==> config.mk <==
export PLATFORM = sky130hd
export DESIGN_NAME = turn_switch_conditioner
export DESIGN_NICKNAME = d
export VERILOG_FILES = /design/src/rtl/turn_sig_pkg.sv /design/src/rtl/turn_switch_conditioner_debounce_cell.sv /design/src/rtl/turn_switch_conditioner.sv
export SDC_FILE = /design/constraint.sdc
export NUM_CORES = 1
export LEC_CHECK = 0
export ABC_AREA = 0
export BUFFER_PORTS_ARGS = -buffer_cell sky130_fd_sc_hd__buf_4
export CAP_MARGIN = 20
export CORE_MARGIN = 3
export CORE_UTILIZATION = 47
export CTS_CLUSTER_SIZE = 10
export DETAILED_ROUTE_END_ITERATION = 6
export PLACE_DENSITY = 0.75
export SYNTH_ARGS = -nofsm -noshare
export SYNTH_HDL_FRONTEND = slang
export SYNTH_HIERARCHICAL = 1
export SYNTH_SLANG_ARGS = --single-unit
==> constraint.sdc <==
create_clock -name clk -period 1.4 [get_ports clk]
set_clock_uncertainty 0.2 [all_clocks]
set_input_delay 0.28 -clock clk [delete_from_list [all_inputs] [get_ports clk]]
set_output_delay 0.28 -clock clk [all_outputs]
set_load 0.01 [all_outputs]
==> src/rtl/turn_sig_pkg.sv <==
// Shared turn-signal constants used by the switch conditioner,
// the turn-signal controller and the tail-light sequencer.
package turn_sig_pkg;

    localparam logic PRESSED  = 1'b1;
    localparam logic RELEASED = 1'b0;

    localparam int DEBOUNCE_CYCLES_DEFAULT = 16;

endpackage : turn_sig_pkg

==> src/rtl/turn_switch_conditioner_debounce_cell.sv <==
// One pushbutton channel: 2-flop synchronizer, debounce counter, stable state
// and a combinational rise qualifier that is high on the edge where stable goes 0->1.
module debounce_cell
    import turn_sig_pkg::*;
#(
    parameter int DEBOUNCE_CYCLES = DEBOUNCE_CYCLES_DEFAULT,
    parameter int CNT_W           = $clog2(DEBOUNCE_CYCLES)
) (
    input  logic clk,
    input  logic reset,
    input  logic raw_n,
    output logic level,
    output logic rise
);

    localparam logic [CNT_W-1:0] TERM_CNT = CNT_W'(DEBOUNCE_CYCLES - 1);

    logic             r_sync1;
    logic             r_sync2;
    logic             r_stable;
    logic [CNT_W-1:0] r_cnt;
    logic             w_term;

    assign w_term = (r_cnt == TERM_CNT);

    always_ff @(posedge clk or posedge reset) begin
        if (reset) begin
            r_sync1  <= RELEASED;
            r_sync2  <= RELEASED;
            r_stable <= RELEASED;
            r_cnt    <= '0;
        end else begin
            r_sync1 <= ~raw_n;
            r_sync2 <= r_sync1;
            // Any cycle agreeing with stable restarts the qualification window.
            if (r_sync2 == r_stable) begin
                r_cnt <= '0;
            end else if (w_term) begin
                r_stable <= r_sync2;
                r_cnt    <= '0;
            end else begin
                r_cnt <= r_cnt + 1'b1;
            end
        end
    end

    assign level = r_stable;
    assign rise  = w_term && (r_sync2 == PRESSED) && (r_stable == RELEASED);

endmodule : debounce_cell

==> src/rtl/turn_switch_conditioner.sv <==
// Front end for the turn-signal controller: debounces both active-low buttons
// and issues arbitrated one-cycle left/right request pulses plus a conflict pulse.
module turn_switch_conditioner
    import turn_sig_pkg::*;
#(
    parameter int DEBOUNCE_CYCLES = DEBOUNCE_CYCLES_DEFAULT
) (
    input  logic clk,
    input  logic reset,
    input  logic left_sw_n,
    input  logic right_sw_n,
    output logic left,
    output logic right,
    output logic left_level,
    output logic right_level,
    output logic conflict
);

    localparam int CNT_W = $clog2(DEBOUNCE_CYCLES);

    logic w_left_rise;
    logic w_right_rise;
    logic r_left;
    logic r_right;
    logic r_conflict;

    debounce_cell #(
        .DEBOUNCE_CYCLES (DEBOUNCE_CYCLES),
        .CNT_W           (CNT_W)
    ) u_left (
        .clk   (clk),
        .reset (reset),
        .raw_n (left_sw_n),
        .level (left_level),
        .rise  (w_left_rise)
    );

    debounce_cell #(
        .DEBOUNCE_CYCLES (DEBOUNCE_CYCLES),
        .CNT_W           (CNT_W)
    ) u_right (
        .clk   (clk),
        .reset (reset),
        .raw_n (right_sw_n),
        .level (right_level),
        .rise  (w_right_rise)
    );

    // Simultaneous qualification is ambiguous, so neither side is requested.
    always_ff @(posedge clk or posedge reset) begin
        if (reset) begin
            r_left     <= 1'b0;
            r_right    <= 1'b0;
            r_conflict <= 1'b0;
        end else begin
            r_left     <= w_left_rise  & ~w_right_rise;
            r_right    <= w_right_rise & ~w_left_rise;
            r_conflict <= w_left_rise  &  w_right_rise;
        end
    end

    assign left     = r_left;
    assign right    = r_right;
    assign conflict = r_conflict;

endmodule : turn_switch_conditioner

==> flow_summary.json <==
{
  "hold_violations": 0,
  "cts_tree": "yes",
  "grt_max_degree": 10,
  "vias": 440,
  "fill_cells": 103,
  "period_needed_ps": 1424,
  "post-place-ws_ps": -47.50,
  "r2r_cells": 4,
  "combinationalPowerShare_pct": 10.6,
  "swShare_pct": 22.40,
  "routed_via_density": 5.057,
  "hold_depth": 0,
  "io_buffers": 8,
  "synthCells": 49,
  "numCtsBuffers": 3,
  "placeableCoreArea_um2": 1318,
  "rsz0062_at_grt": "true",
  "min-delay-start": "u_right/r_sync1",
  "antenna_cells": 0,
  "antenna_found_initial": 0,
  "max_freq_ghz": 0.7024,
  "cp.arrival_ps": 1410,
  "max-clock-path-buffers": 2,
  "hold-path-endpoint": "u_right/r_sync2",
  "synth_area_um2": 671.9,
  "finalCritPeriodShare_pct": 101.7,
  "final_max_slew_viol_count": 0,
  "root_buffer": "clkbuf_4",
  "grt_overflow_total": 0,
  "area_growth_pct": 35.01,
  "peakVddDrop_uv": 676.8,
  "pwr-share-clk_pct": 28.6,
  "power_w": 0.0008695,
  "wire_per_inst_um": 12.87,
  "seq_area_frac_synth_pct": 63.31,
  "r2r-end": "u_left/r_cnt[3]",
  "switching_power_w": 0.0001947,
  "worstPathRequired_ps": 1380,
  "clkTransAtPathRegs_ps": 90,
  "syn-mean-instance-area_um2": 13.71,
  "multi_input_area_um2": 264.0,
  "status": "finished with violations",
  "cts.sinks": 17,
  "setup_ws_ps": -23.72,
  "violations": "setup timing",
  "clock_latency_ps": 280,
  "min_path_type": "register to register",
  "worstSetupPathType": "register to register",
  "slew_headroom_pct": 74.33,
  "gp_congestion": 0.6960,
  "drive_above_1_share_pct": 40.28,
  "io_pins": 9,
  "drc": 0,
  "seqCellArea_um2": 425.4,
  "grt.total_usage_pct": 14.09,
  "synth_seq_cells": 17,
  "max_cap_viol_count": 0,
  "die_w_um": 43.81,
  "drtIter0Drc": 14,
  "syn_nets": 55,
  "tightestPinTransition_ps": 382.3,
  "drt_pass1_iterations": 3,
  "start_util_pct": 51.00,
  "leakage_nw": 0.4560,
  "dieArea_um2": 1919,
  "wl_mm": 1.120,
  "fp.dieH_um": 43.81,
  "critPathMaxFanout": 2,
  "synth_cell_type_count": 14,
  "nets": 79,
  "internal_power_w": 0.0006748,
  "dpl.hpwl_um": 795.4,
  "end_kind": "register",
  "setup_viol": 2,
  "p_per_area_nw_per_um2": 958.5,
  "yosysWarningCount": 6,
  "worst_setup_path_start_kind": "register",
  "rrSetupSlack_ps": -20,
  "placementRows": 13,
  "drtAntennaViolNets": 0,
  "p_seq_share_pct": 60.8,
  "htreeDepth": 1,
  "rr_startpoint": "u_left/r_cnt[1]",
  "grt_pass1_wl_mm": 1.869,
  "grt_pass1_vias": 437
}
==> through the flow <==
| stage | TNS [ps] | cell area (µm²) | util [%] | cells | hold slack (ps) |
|---|---|---|---|---|---|
| 2_1_floorplan | 0 | 679.4 | - | 49 | -166.4 |
| 3_5_place_dp | -92.84 | 803.3 | 60.97 | 78 | -22.10 |
| 4_1_cts | -0.07716 | 872.1 | 66.19 | 86 | 153.9 |
| 5_1_grt | -323.1 | 907.1 | 68.85 | 87 | 166.3 |
| 6_report | -32.34 | 907.1 | 68.85 | 87 | 154.5 |
| 3_3_place_gp | -86.93 | 803.3 | 60.97 | 78 | -32.73 |
==> power groups by stage <==
stage	clock network, W	registers (W)	logic (W)
2_1_floorplan	0	0.000534	0.0000398
3_3_place_gp	0	0.000534	0.0000723
3_5_place_dp	0	0.000535	0.0000749
4_1_cts	0.000258	0.000526	0.0000845
5_1_grt	0.000282	0.000531	0.000106
6_report	0.000249	0.000529	0.0000918
==> routing by layer <==
layer  GRT usage (%)  wire [µm]  vias up
met4           10.84         28        0
met3           3.734         53        4
met1           15.61        503      212
met2           22.67        534       10
met5               0          0        -
li1                -          -      214
==> layout make-up <==
type / instances / area share (%)
flip-flops and latches: 17 / 46.90
multi-input cells: 27 / 29.10
repair buffers: 19 / 16.97
clock buffers: 4 / 2.897
inverters: 5 / 2.069
well taps: 15 / 2.069
==> worst max-delay path, stage by stage (launching register included) <==
cell      delay, ps
dfrtp_1         430
buf_4           150
buf_4           120
a21o_1          170
a311oi_1        270
==> cell families (layout without fill, tap and decap cells) <==
family | count (synthesis) | count (layout) | share of synthesized area (%)
buffers and inverters | 5 | 28 | 2.794
multiplexers | 2 | 2 | 4.469
AO/OA/AOI/OAI | 6 | 6 | 6.703
adder cells (fa/ha/maj) | 2 | 2 | 3.724
flip-flops | 17 | 17 | 63.32
XOR/XNOR | 4 | 4 | 5.214
AND/OR/NAND/NOR | 13 | 13 | 13.78
==> worst max path at each step <==
stage                      from              end  slack, ps
6_report        u_left/r_cnt[1]  u_left/r_cnt[3]        -20
3_5_place_dp   u_right/r_cnt[0]            right        -50
5_1_grt         u_left/r_cnt[1]            right        -90
4_1_cts         u_left/r_cnt[0]            right      -0.08
3_3_place_gp   u_right/r_cnt[0]         conflict        -40
2_1_floorplan   u_left/r_cnt[0]            right          9
==> repair_timing <==
action | CTS | global route
buffers inserted | 1 | 1
gates resized for setup | 1 | 4
setup endpoints to repair | 3 | 6
hold buffers | 3 | 0
endpoints found under the hold margin | 19 | 0
pin swaps | 1 | 2
==> registers in the layout, indices dropped and copies added (netlist names) <==
| register | cells |
|---|---|
| u_left/r_cnt | 4 |
| u_right/r_cnt | 4 |
| conflict | 1 |
| left | 1 |
| right | 1 |
| u_left/level | 1 |
| u_left/r_sync1 | 1 |
| u_left/r_sync2 | 1 |
| u_right/level | 1 |
| u_right/r_sync1 | 1 |
| u_right/r_sync2 | 1 |
==> synthesized netlist by cell type <==
| cell type | instances | area (µm²) |
|---|---|---|
| and2_2 | 1 | 7.510 |
| and2b_2 | 1 | 8.760 |
| xnor2_1 | 4 | 35.03 |
| nand3_2 | 2 | 20.02 |
| dfrtp_1 | 17 | 425.4 |
| nor2b_1 | 3 | 18.77 |
| a21o_1 | 2 | 15.01 |
| nor2_1 | 2 | 7.510 |
| a311oi_1 | 2 | 17.52 |
| nor3b_1 | 4 | 30.03 |
| a31oi_1 | 2 | 12.51 |
| mux2_4 | 2 | 30.03 |
| inv_1 | 5 | 18.77 |
| ha_1 | 2 | 25.02 |
==> cells in the final DEF (no fill, tap or decap), drive strengths merged, types with 3 or more instances in the layout <==
master,n
dfrtp,17
buf,16
inv,5
xnor2,4
clkbuf,4
nor3b,4
nor2b,3
dlygate4sd3,3
No activity file was read; power rests on OpenSTA's default activity.
